==> src/rtl/async_fifo_wr_ctrl.sv <==
// rtl/async_fifo_wr_ctrl.sv - write-side pointer, Gray publish and full/level/overflow flags for the dual-clock FIFO
// Optional build macro: WR_OVF_STICKY_EN (overflow holds until ovf_clr instead of pulsing).
module async_fifo_wr_ctrl #(
  parameter int ADDR_W       = 3,
  parameter int AFULL_THRESH = 6
) (
  input  logic              w_clk,
  input  logic              w_resetn,
  input  logic              w_enbl,
  input  logic [ADDR_W:0]   rd_gray_sync,
  input  logic              ovf_clr,
  output logic              w_mem_en,
  output logic [ADDR_W-1:0] w_addr,
  output logic [ADDR_W:0]   wr_gray_ptr,
  output logic              full,
  output logic              almost_full,
  output logic [ADDR_W:0]   wr_level,
  output logic              overflow
);

  localparam int PW = ADDR_W + 1;
  localparam logic [ADDR_W:0] AFULL_L = PW'(AFULL_THRESH);

  logic [ADDR_W:0] wr_bin_q, wr_bin_d;
  logic [ADDR_W:0] wr_gray_q, wr_gray_d;
  logic [ADDR_W:0] level_q, level_d;
  logic            full_q, full_d;
  logic            afull_q, afull_d;
  logic            ovf_q, ovf_d;

  logic            push;
  logic            ovf_ev;
  logic [ADDR_W:0] rd_bin;
  logic [ADDR_W:0] full_gray;

  assign push   = w_enbl & ~full_q;
  assign ovf_ev = w_enbl & full_q;

  // Gray-to-binary as an XOR prefix from the MSB down.
  always_comb begin
    rd_bin         = '0;
    rd_bin[ADDR_W] = rd_gray_sync[ADDR_W];
    for (int i = ADDR_W - 1; i >= 0; i--) begin
      rd_bin[i] = rd_bin[i+1] ^ rd_gray_sync[i];
    end
  end

  // A full FIFO's write Gray pointer differs from the read one in its top two bits.
  assign full_gray = {~rd_gray_sync[ADDR_W:ADDR_W-1], rd_gray_sync[ADDR_W-2:0]};

  always_comb begin
    wr_bin_d  = wr_bin_q + {{ADDR_W{1'b0}}, push};
    wr_gray_d = wr_bin_d ^ (wr_bin_d >> 1);
    level_d   = wr_bin_d - rd_bin;
    full_d    = (wr_gray_d == full_gray);
    afull_d   = (level_d >= AFULL_L);
`ifdef WR_OVF_STICKY_EN
    ovf_d     = ovf_ev ? 1'b1 : (ovf_clr ? 1'b0 : ovf_q);
`else
    ovf_d     = ovf_ev;
`endif
  end

`ifndef WR_OVF_STICKY_EN
  logic unused_ovf_clr;
  assign unused_ovf_clr = ovf_clr;
`endif

  always_ff @(posedge w_clk or negedge w_resetn) begin
    if (!w_resetn) begin
      wr_bin_q  <= '0;
      wr_gray_q <= '0;
      level_q   <= '0;
      full_q    <= 1'b0;
      afull_q   <= 1'b0;
      ovf_q     <= 1'b0;
    end else begin
      wr_bin_q  <= wr_bin_d;
      wr_gray_q <= wr_gray_d;
      level_q   <= level_d;
      full_q    <= full_d;
      afull_q   <= afull_d;
      ovf_q     <= ovf_d;
    end
  end

  assign w_mem_en    = push;
  assign w_addr      = wr_bin_q[ADDR_W-1:0];
  assign wr_gray_ptr = wr_gray_q;
  assign full        = full_q;
  assign almost_full = afull_q;
  assign wr_level    = level_q;
  assign overflow    = ovf_q;

endmodule

==> config.mk <==
export PLATFORM = sky130hd
export DESIGN_NAME = async_fifo_wr_ctrl
export DESIGN_NICKNAME = d
export VERILOG_FILES = /design/src/rtl/async_fifo_wr_ctrl.sv
export SDC_FILE = /design/constraint.sdc
export NUM_CORES = 1
export LEC_CHECK = 0
export CAP_MARGIN = 20
export CORE_MARGIN = 2
export CORE_UTILIZATION = 29
export DETAILED_ROUTE_END_ITERATION = 10
export PLACE_DENSITY_LB_ADDON = 0.05
export SLEW_MARGIN = 0
export SYNTH_ARGS = -nofsm -noshare
export SYNTH_HDL_FRONTEND = slang
export SYNTH_SLANG_ARGS = --single-unit
==> constraint.sdc <==
create_clock -name w_clk -period 3.12 [get_ports w_clk]
set_input_delay 0.468 -clock w_clk [delete_from_list [all_inputs] [get_ports w_clk]]
set_output_delay 0.468 -clock w_clk [all_outputs]
set_load 0.02 [all_outputs]
Word-level counts from Yosys, hierarchy flattened

Cells that the tools add are included.

$add $sub $neg: 2
Order comparisons: 1
Equal/unequal tests: 1
Bitwise operators: 8

Operator list:

| operator             | count |
|---|---|
| $add A4 B1 Y4        | 1 |
| $eq A4 B4 Y1         | 1 |
| $ge A4 B3 Y1 const B | 1 |
| $sub A4 B4 Y4        | 1 |
| $xor A4 B3 Y4        | 1 |
| $xor A1 B1 Y1        | 3 |
| $and A1 B1 Y1        | 2 |
| $not A2 Y2           | 1 |
| $not A1 Y1           | 1 |

Register bits after elaboration: 15
Output and inout port bits: 15

Logic depth before layout (Yosys ltp)

Gate-level depths: netlist of run 1.

Word-level depth: 5
Depth in mapped cells: 9
Mapped depth without buffers: 9

Least setup slack after synthesis of run 1

Ideal clock, no wire load.

Path type: input port to flip-flop
Start point: input w_enbl
End point: register afull_q, in the netlist almost_full
Setup time: 118 ps
Data arrival time: 2,453 ps
Setup slack: 549 ps
Cell stages on the path: 9
Buffers on the path: 0
Cells stage by stage: nor2b_1 ha_1 ha_1 xor2_2 ha_1 a21oi_1 o21ai_0 xor3_1 a21o_1

Longest elaborated chain between the ends: 4

RTL lines:

| item                   | RTL line | RTL |
|---|---|---|
| start: declaration     | 9        | `input logic w_enbl,` |
| $and A1 B1 Y1          | 36       | `assign push = w_enbl & ~full_q;` |
| $add A4 B1 Y4          | 52       | `wr_bin_d = wr_bin_q + {{ADDR_W{1'b0}}, push};` |
| named net wr_bin_d[2]  | 24       | `logic [ADDR_W:0] wr_bin_q, wr_bin_d;` |
| $sub A4 B4 Y4          | 54       | `level_d = wr_bin_d - rd_bin;` |
| named net level_d[3]   | 26       | `logic [ADDR_W:0] level_q, level_d;` |
| $ge A4 B3 Y1           | 56       | `afull_d = (level_d >= AFULL_L);` |
| named net afull_d      | 28       | `logic afull_q, afull_d;` |
| end signal: assignment | 82       | `afull_q <= afull_d;` |
| end: declaration       | 28       |  |

The timed path passes the listed nets, and every way through them passes these cells.

Worst setup path in the final report of run 1

Same ends and word-level chain as after synthesis.

==> results of run 1 <==
## power groups by stage
stage          sequential (mW)  clock (mW)  combinational, mW
6_report                 0.327       0.129              0.769
4_1_cts                  0.329       0.135              0.783
5_1_grt                  0.335       0.143              0.849
3_3_place_gp             0.330           0              0.781
3_5_place_dp             0.333           0              0.782
2_1_floorplan            0.446           0              0.379
## sequential cells by signal, indices dropped and copies added (netlist names)
| register | flops |
|---|---|
| wr_bin_q | 4 |
| wr_level | 4 |
| overflow | 1 |
| full | 1 |
| almost_full | 1 |
| wr_gray_ptr | 3 |
## kinds of logic (layout without fill, tap and decap cells)
logic type | after synthesis | count (layout)
compound gates | 4 | 4
buf+inv | 6 | 32
xor+xnor | 13 | 13
simple gates | 8 | 8
fa+ha+maj | 6 | 6
flops | 14 | 14
## worst max-delay path: stages
cell and delay, ns:
clkdlybuf4s50_1 0.41, nor2b_1 0.15, ha_1 0.21, ha_1 0.22, xor2_2 0.19, ha_1 0.33
nand2_1 0.05, o21ai_0 0.20, xor3_1 0.29, a21o_1 0.16
## cells in the final DEF, fill, tap and decap left out, drive strengths merged, types with 2 or more instances in the layout
master         count
clkdlybuf4s50     21
dfrtp             14
xor2               7
inv                6
xnor2              5
ha                 5
clkbuf             4
nand3              3
or3                2
## per-stage QoR
stage               worst slack, ns  std cells  total power, mW
floorplan                     0.549         51            0.824
global placement              0.339        101             1.11
detailed placement            0.347        101             1.11
CTS                           0.625        105             1.25
global route                  0.503        105             1.33
finish                        0.620        105             1.22
## final timing paths
path,slack (ns),end,cells past startpoint
setup / recovery,0.62,almost_full$_DFF_PN0_,10
hold / removal,0.53,overflow$_DFF_PN0_,1
setup reg to reg,0.92,almost_full$_DFF_PN0_,9
hold reg to reg,0.53,overflow$_DFF_PN0_,1
max in group asynchronous,2.16,wr_bin_q[3]$_DFF_PN0_,1
min in group asynchronous,0.57,overflow$_DFF_PN0_,1
## final cells by class
| type | count | area, sq um | share of cell area, % |
|---|---|---|---|
| sequential | 14 | 350 | 36.4 |
| multi-input combinational | 31 | 300 | 31.2 |
| timing repair buffer | 22 | 218 | 22.6 |
| clock buffer | 4 | 36.3 | 3.77 |
| tap | 28 | 35.0 | 3.64 |
| inverter | 6 | 22.5 | 2.34 |
## metal layers
metal / share of wire [%] / vias to the layer above
li1: - / 216
met1: 48 / 200
met2: 44 / 13
met3: 5.2 / 2
met4: 2.5 / 0
met5: 0 / -
==> out/results.tsv, run 1 <==
metric	value	unit
CP Launch Type	input pin	
Design Area, Final	962	sq um
initial core utilization	30.4	%
Hold WS	0.528	ns
Core Util, Final	43.5	%
switching fraction of total power	40.1	%
htree depth	1	
Worst Hold Class	reg2reg	
clk_skew	0.00458	ns
initial antenna violation count	0	
fin. max-slew vios	0	
largest net degree at the start of global routing	15	
DR DRC count	0	
Synth Area in Compound Gates	3.72	%
post-synthesis cell type count	18	
clk sinks	14	
antenna-violating nets left	0	
beginning of the critical path	w_enbl	
number of buffers added on ports	21	
Setup Viol. Count Final	0	
placed inst area	926	sq um
DRT iter0 DRCs	3	
WP data arrival	2.67	ns
DRT Pass-1 Iters	3	
RR Startpoint	full$_DFF_PN0_	
number of enable flip-flop cells after synthesis	0	
num ports	23	
Seq/Total Area, Yosys	52.0	%
Reg power frac	26.7	%
Worst setup EP type	register	
headroom to the max-slew limit	59.8	%
Cells after Synth	51	
setup TNS	0	ns
clock group share of total power	10.5	%
Synth Register Bits	14	
CTS max path bufs	2	
Routed WL per cell	10.3	microns
P&R area growth vs syn	42.9	%
Post-synth ARST share	100	%
largest family of logic cells by synthesized area	XOR/XNOR gates	
VDD IR-drop max	609	uV
met1 Usage GRT	12.5	%
PD cells	1270	nW/um^2
# nets final	92	
Psw	0.491	mW
fillcell total	228	
diodes inserted	0	
first-pass GRT wire length	1.73	mm
Tmin final	2.50	ns
Synth Area in XOR/XNOR	21.4	%
post-synth top area cell	dfrtp_1	
MaxCap Viol Count	0	
syn nets	65	
status	completed	
Chip Height	52.2	microns
Die ar.	2720	sq um
DR vias	431	
share of the synthesized area in the top cell type	52.0	%
RSZ-0062 raised after global routing	false	
Avg Inst Size Synth	13.2	sq um
crit-path max FO	3	
Final Hold Viols	0	
gr usage total	9.49	%
dominant synthesized flop cell	dfrtp_1	
post-synthesis adder-cell area fraction	12.3	%
CTS tree	built	
worst path required time	3.29	ns
layout cells sized above 1	10.4	%
HPWL Detailed	889	microns
routability cong.	0.746	
Post-Synth Simple-Gate Area	7.25	%
vias in the first global route	395	
Comb pwr share	62.8	%
top cells by count, synth	dfrtp_1 (14), inv_1 (6), ha_1 (5), xnor2_1 (5), xor2_1 (5)	
Synth area leaders	dfrtp_1 (52%), ha_1 (9.3%), xnor2_1 (6.5%)	
Crit Path Class	in2reg	
cts repair resizes	0	
Warnings, synthesis	0	
Core ar.	2210	sq um
Least-Margin Pin Slew	0.601	ns
worst skew pair latency	0.27	ns
f_max	400	MHz
Tcrit/Tclk final	80.1	%
P_int	0.733	mW
mux cell area share after synthesis	0	%
met2 global-route usage	12.2	%
chip width	52.2	microns
Root Driver	clkbuf_4	
routed vias/inst	4.10	
Post-Syn Area	673	sq um
DRT Wirelength	1.08	mm
routing usage on met3	1.71	%
layer with the highest usage	met1	
CTS Buf Count	3	
GRT overflow	0	
Setup Buffers After CTS	0	
HP Start	full$_DFF_PN0_	
FP Rows	17	
CTS Hold Bufs	0	
total leakage power	0.438	nW
Worst-path clk slew	0.09	ns
count leader, synth	dfrtp_1	
No activity file was read; power rests on OpenSTA's default activity.
==> inputs of run 2 (changes only) <==
clock period = 2.4 ns   (was 3.12 ns; I/O delays follow)
==> run 2 against run 1 <==
  * Via count rose by 9.5%
  * Largest power group unchanged
  * Clock power fell by 4%
  * Power is 45% higher
  * Flip-flop and latch count stayed put
  * Register-to-register slack worse by 0.66 ns
  * Final area is 12% higher
  * Non-clock buffer count increased by 10
  * Wire length up 12%
  * Sequential share of layout area shrank 4.0 points
  * Hold slack lost 0.059 ns
==> out/results.tsv, run 2 (same netlist as run 1, synthesis figures left out) <==
metric	value	unit	change
status	completed		
initial core utilization	30.4	%	unchanged
crit-path max FO	3		unchanged
fin. max-slew vios	0		unchanged
beginning of the critical path	w_enbl		
CTS max path bufs	2		unchanged
diodes inserted	0		unchanged
Hold WS	0.469	ns	-0.0590 ns
Worst setup EP type	register		
Crit Path Class	in2reg		
antenna-violating nets left	0		unchanged
gr usage total	10.9	%	+1.4 points
Worst Hold Class	in2async		
Design Power	1.78	mW	+45%
pre-CTS setup slack	-0.229	ns	-0.576 ns
clk_skew	0.000455	ns	-0.00412 ns
num ports	23		unchanged
placed inst area	1010	sq um	+8.9%
Worst-path clk slew	0.07	ns	-0.02 ns
first-pass GRT wire length	2.04	mm	+18%
Design Area, Final	1080	sq um	+12%
Crit path top cell by count	ha_4		
routability cong.	0.662		-11%
total leakage power	0.486	nW	+11%
VDD IR-drop max	860	uV	+41%
most frequent cells in the layout	clkdlybuf4s50_1 (21), dfrtp_1 (14), buf_4 (11)		
Core Util, Final	48.8	%	+5.3 points
RR Startpoint	full$_DFF_PN0_		
Die ar.	2720	sq um	unchanged
worst path required time	2.57	ns	-0.72 ns
FP Rows	17		unchanged
commonest non-fill, non-tap cell in the layout	clkdlybuf4s50_1		
# nets final	102		+11%
DRT iter0 DRCs	3		unchanged
Core ar.	2210	sq um	unchanged
headroom to the max-slew limit	59.8	%	about the same
DR vias	472		+9.5%
WP buf/inv	1		unchanged
Routed WL per cell	10.6	microns	+3.4%
post-route non-filler standard cell count	114		+8.6%
WP data arrival	2.47	ns	-0.20 ns
worst skew pair latency	0.27	ns	about the same
Tmin final	2.30	ns	
DRT Wirelength	1.21	mm	+12%
largest net degree at the start of global routing	15		unchanged
vias in the first global route	463		+17%
CP Launch Type	input pin		
DRT Pass-1 Iters	4		+1
Tcrit/Tclk final	96.0	%	
post-layout worst setup margin	0.0964	ns	-0.524 ns
critical path's largest stage delay	0.47	ns	+0.06 ns
DR DRC count	0		unchanged
initial antenna violation count	0		unchanged
GRT overflow	0		unchanged
Least-Margin Pin Slew	0.602	ns	+0.000113 ns
Root Driver	clkbuf_4		
Setup Buffers After CTS	0		unchanged
htree depth	1		unchanged
Chip Height	52.2	microns	unchanged
setup TNS	0	ns	unchanged
layout cells sized above 1	24.4	%	+14 points
P&R area growth vs syn	60.4	%	
routed vias/inst	4.14		+0.87%
CP top delay family	XOR/XNOR gates		
Placed Instances	111		+9.9%
slowest CP cell	clkdlybuf4s50_1		
number of buffers added on ports	21		unchanged
Final Hold Viols	0		unchanged
HPWL Detailed	957	microns	+7.7%
Setup Viol. Count Final	0		unchanged
chip width	52.2	microns	unchanged
PD cells	1650	nW/um^2	+29%
f_max	434	MHz	
MaxCap Viol Count	0		unchanged
Critical Path, Cell by Cell	clkdlybuf4s50_1, nor2b_4, ha_4, ha_4, xor2_4, ha_4, a21oi_1, o21ai_1, xor3_1, a21o_1		
clk sinks	14		unchanged
CTS tree	built		
CTS Buf Count	3		unchanged
[run 2: where the power goes]
| group | internal (mW) | switching (mW) | total, mW |
|---|---|---|---|
| clock network | 0.0580 | 0.0664 | 0.124 |
| registers | 0.369 | 0.0755 | 0.445 |
| logic | 0.666 | 0.544 | 1.21 |
[run 2: routing by layer]
layer | GRT usage [%] | routed length (microns) | up-vias
met5 | 0 | 0 | -
met1 | 14.0 | 535 | 221
met3 | 2.86 | 66 | 2
li1 | - | - | 235
met2 | 15.2 | 582 | 14
met4 | 8.97 | 27 | 0
[run 2: final cells by class]
type / instances / area [sq um]
Fill cell: 219 / 1130
Multi-Input combinational cell: 31 / 357
Sequential cell: 14 / 350
Timing Repair Buffer: 32 / 293
Tap cell: 28 / 35.0
Clock buffer: 3 / 22.5
Inverter: 6 / 22.5
[run 2: what timing repair did]
| action | CTS | global route |
|---|---|---|
| hold buffers | 0 | 0 |
| gates resized for setup | 0 | 7 |
| endpoints found under the setup margin | 0 | 1 |
[run 2: worst paths after layout]
| path | end | slack (ns) | cells past startpoint |
|---|---|---|---|
| setup reg to reg | almost_full$_DFF_PN0_ | 0.26 | 9 |
| hold / removal | almost_full$_DFF_PN0_ | 0.47 | 1 |
| hold reg to reg | overflow$_DFF_PN0_ | 0.57 | 1 |
| min in group w_clk | overflow$_DFF_PN0_ | 0.57 | 1 |
| setup / recovery | almost_full$_DFF_PN0_ | 0.1 | 10 |
| max in group asynchronous | wr_level[0]$_DFF_PN0_ | 1.55 | 1 |
==> inputs of run 3 (changes only) <==
PLACE_DENSITY_LB_ADDON = not set   (was 0.05)
==> run 3 against run 2 <==
  * Clock skew increased by 0.0011 ns
  * Global-route usage increased by 0.10 points
  * Sequential share of layout area decreased by 0.55 points
  * Largest power group unchanged
==> out/results.tsv, run 3 (same netlist as run 1, synthesis figures left out) <==
metric	value	unit	change
num ports	23		unchanged
largest net degree at the start of global routing	15		unchanged
DR vias	498		+5.5%
Routed WL per cell	10.6	microns	-0.56%
headroom to the max-slew limit	58.1	%	-1.6 points
critical path's largest stage delay	0.45	ns	-0.02 ns
Core ar.	2210	sq um	unchanged
post-layout worst setup margin	0.155	ns	+0.0583 ns
pre-CTS setup slack	-0.283	ns	-0.0535 ns
Setup Viol. Count Final	0		unchanged
fin. max-slew vios	0		unchanged
DRT Pass-1 Iters	4		unchanged
CP Launch Type	input pin		
worst skew pair latency	0.27	ns	about the same
DR DRC count	0		unchanged
most frequent cells in the layout	clkdlybuf4s50_1 (20), buf_4 (15), dfrtp_1 (14)		
layout cells sized above 1	27.5	%	+3.1 points
Worst Hold Class	in2reg		
CTS max path bufs	2		unchanged
DRT Wirelength	1.26	mm	+3.8%
clk_skew	0.00155	ns	+0.00109 ns
GRT overflow	0		unchanged
CTS Buf Count	3		unchanged
Die ar.	2720	sq um	unchanged
antenna-violating nets left	0		unchanged
vias in the first global route	517		+12%
Least-Margin Pin Slew	0.626	ns	+0.0244 ns
number of buffers added on ports	21		unchanged
Worst-path clk slew	0.09	ns	+0.02 ns
routed vias/inst	4.18		+1.1%
slowest CP cell	xor3_1		
htree depth	1		unchanged
gr usage total	11.0	%	+0.10 points
Chip Height	52.2	microns	unchanged
Worst setup EP type	register		
worst path required time	2.57	ns	about the same
Critical Path, Cell by Cell	clkdlybuf4s50_1, xnor2_1, xor2_1, buf_4, ha_1, nand2_1, o21ai_1, xor3_1, a21o_1		
PD cells	1710	nW/um^2	+4.0%
post-route non-filler standard cell count	119		+4.4%
P&R area growth vs syn	63.2	%	
commonest non-fill, non-tap cell in the layout	clkdlybuf4s50_1		
status	completed		
CTS Hold Bufs	0		unchanged
Final Hold Viols	0		unchanged
Crit Path Class	in2reg		
CTS tree	built		
RSZ-0062 raised after global routing	false		
Design Area, Final	1100	sq um	+1.7%
DRT iter0 DRCs	5		+2
crit-path max FO	2		-1
clk sinks	14		unchanged
initial core utilization	30.4	%	unchanged
# nets final	106		+3.9%
f_max	445	MHz	+2.6%
VDD IR-drop max	633	uV	-26%
WP data arrival	2.41	ns	-0.06 ns
diodes inserted	0		unchanged
Tmin final	2.25	ns	-0.0583 ns
MaxCap Viol Count	0		unchanged
chip width	52.2	microns	unchanged
total leakage power	0.512	nW	+5.4%
initial antenna violation count	0		unchanged
Hold WS	0.451	ns	-0.0180 ns
Tcrit/Tclk final	93.6	%	-2.4 points
placed inst area	1030	sq um	+2.2%
first-pass GRT wire length	2.19	mm	+7.4%
Root Driver	clkbuf_4		
Placed Instances	114		+2.7%
routability cong.	0.721		+8.9%
FP Rows	17		unchanged
==> run 3: cell count changes in the layout (fill, tap and decap cells not counted) <==
cell             delta
buf_4               +4
clkbuf_8            +1
clkdlybuf4s50_1     -1
dlygate4sd2_1       +1
ha_1                +1
ha_4                -1
xor2_2              +1
xor2_4              -1
==> run 3: worst max-delay path, delay by kind of cell <==
family	cells	cell delay, ns
AO/OA/AOI/OAI	2	0.32
XOR/XNOR	3	0.83
adder cells (fa/ha/maj)	1	0.27
buffers and inverters	2	0.59
AND/OR/NAND/NOR	1	0.05
==> run 3: per-layer routing <==
metal / part of all wire, % / global-route usage [%] / vias up
met4: 1.8 / 5.13 / 0
met5: 0 / 0 / -
met1: 42 / 14.5 / 240
met3: 3.3 / 0.857 / 2
met2: 53 / 18.4 / 12
li1: - / - / 244
==> run 3: final cells by class <==
class | count | area [sq um]
Fill cell | 227 | 1110
Sequential cell | 14 | 350
Multi-Input combinational cell | 31 | 333
Timing Repair Buffer | 36 | 322
Clock buffer | 4 | 36.3
Tap cell | 28 | 35.0
Inverter | 6 | 22.5
==> run 3: final timing paths <==
path                                 start                        to  slack [ns]  cells after the start
min reg2reg                 full$_DFF_PN0_        overflow$_DFF_PN0_        0.58                      1
max                        rd_gray_sync[3]     almost_full$_DFF_PN0_        0.15                      9
max in group asynchronous         w_resetn     wr_level[1]$_DFF_PN0_        1.53                      1
min                                 w_enbl        overflow$_DFF_PN0_        0.45                      2
min in group asynchronous         w_resetn  wr_gray_ptr[2]$_DFF_PN0_        0.47                      1
max reg2reg                 full$_DFF_PN0_     almost_full$_DFF_PN0_        0.17                      9
==> run 3: power breakdown <==
| group | internal [mW] | switching, mW |
|---|---|---|
| Sequential | 0.369 | 0.0714 |
| Combinational | 0.716 | 0.559 |
| Clock | 0.0921 | 0.0751 |
| Total | 1.18 | 0.706 |
==> run 3: timing repair <==
| action | in CTS | in global routing |
|---|---|---|
| endpoints found under the setup margin | 1 | 0 |
| setup buffers | 1 | 0 |
| gates resized for setup | 6 | 0 |
==> run 3: stage by stage <==
step | utilization (%) | TNS [ns] | total power [mW]
floorplan | - | 0 | 1.08
global placement | 46.6 | -0.370 | 1.61
detailed placement | 46.6 | -0.503 | 1.64
CTS | 49.7 | 0 | 1.90
global route | 49.7 | 0 | 2.04
finish | 49.7 | 0 | 1.88
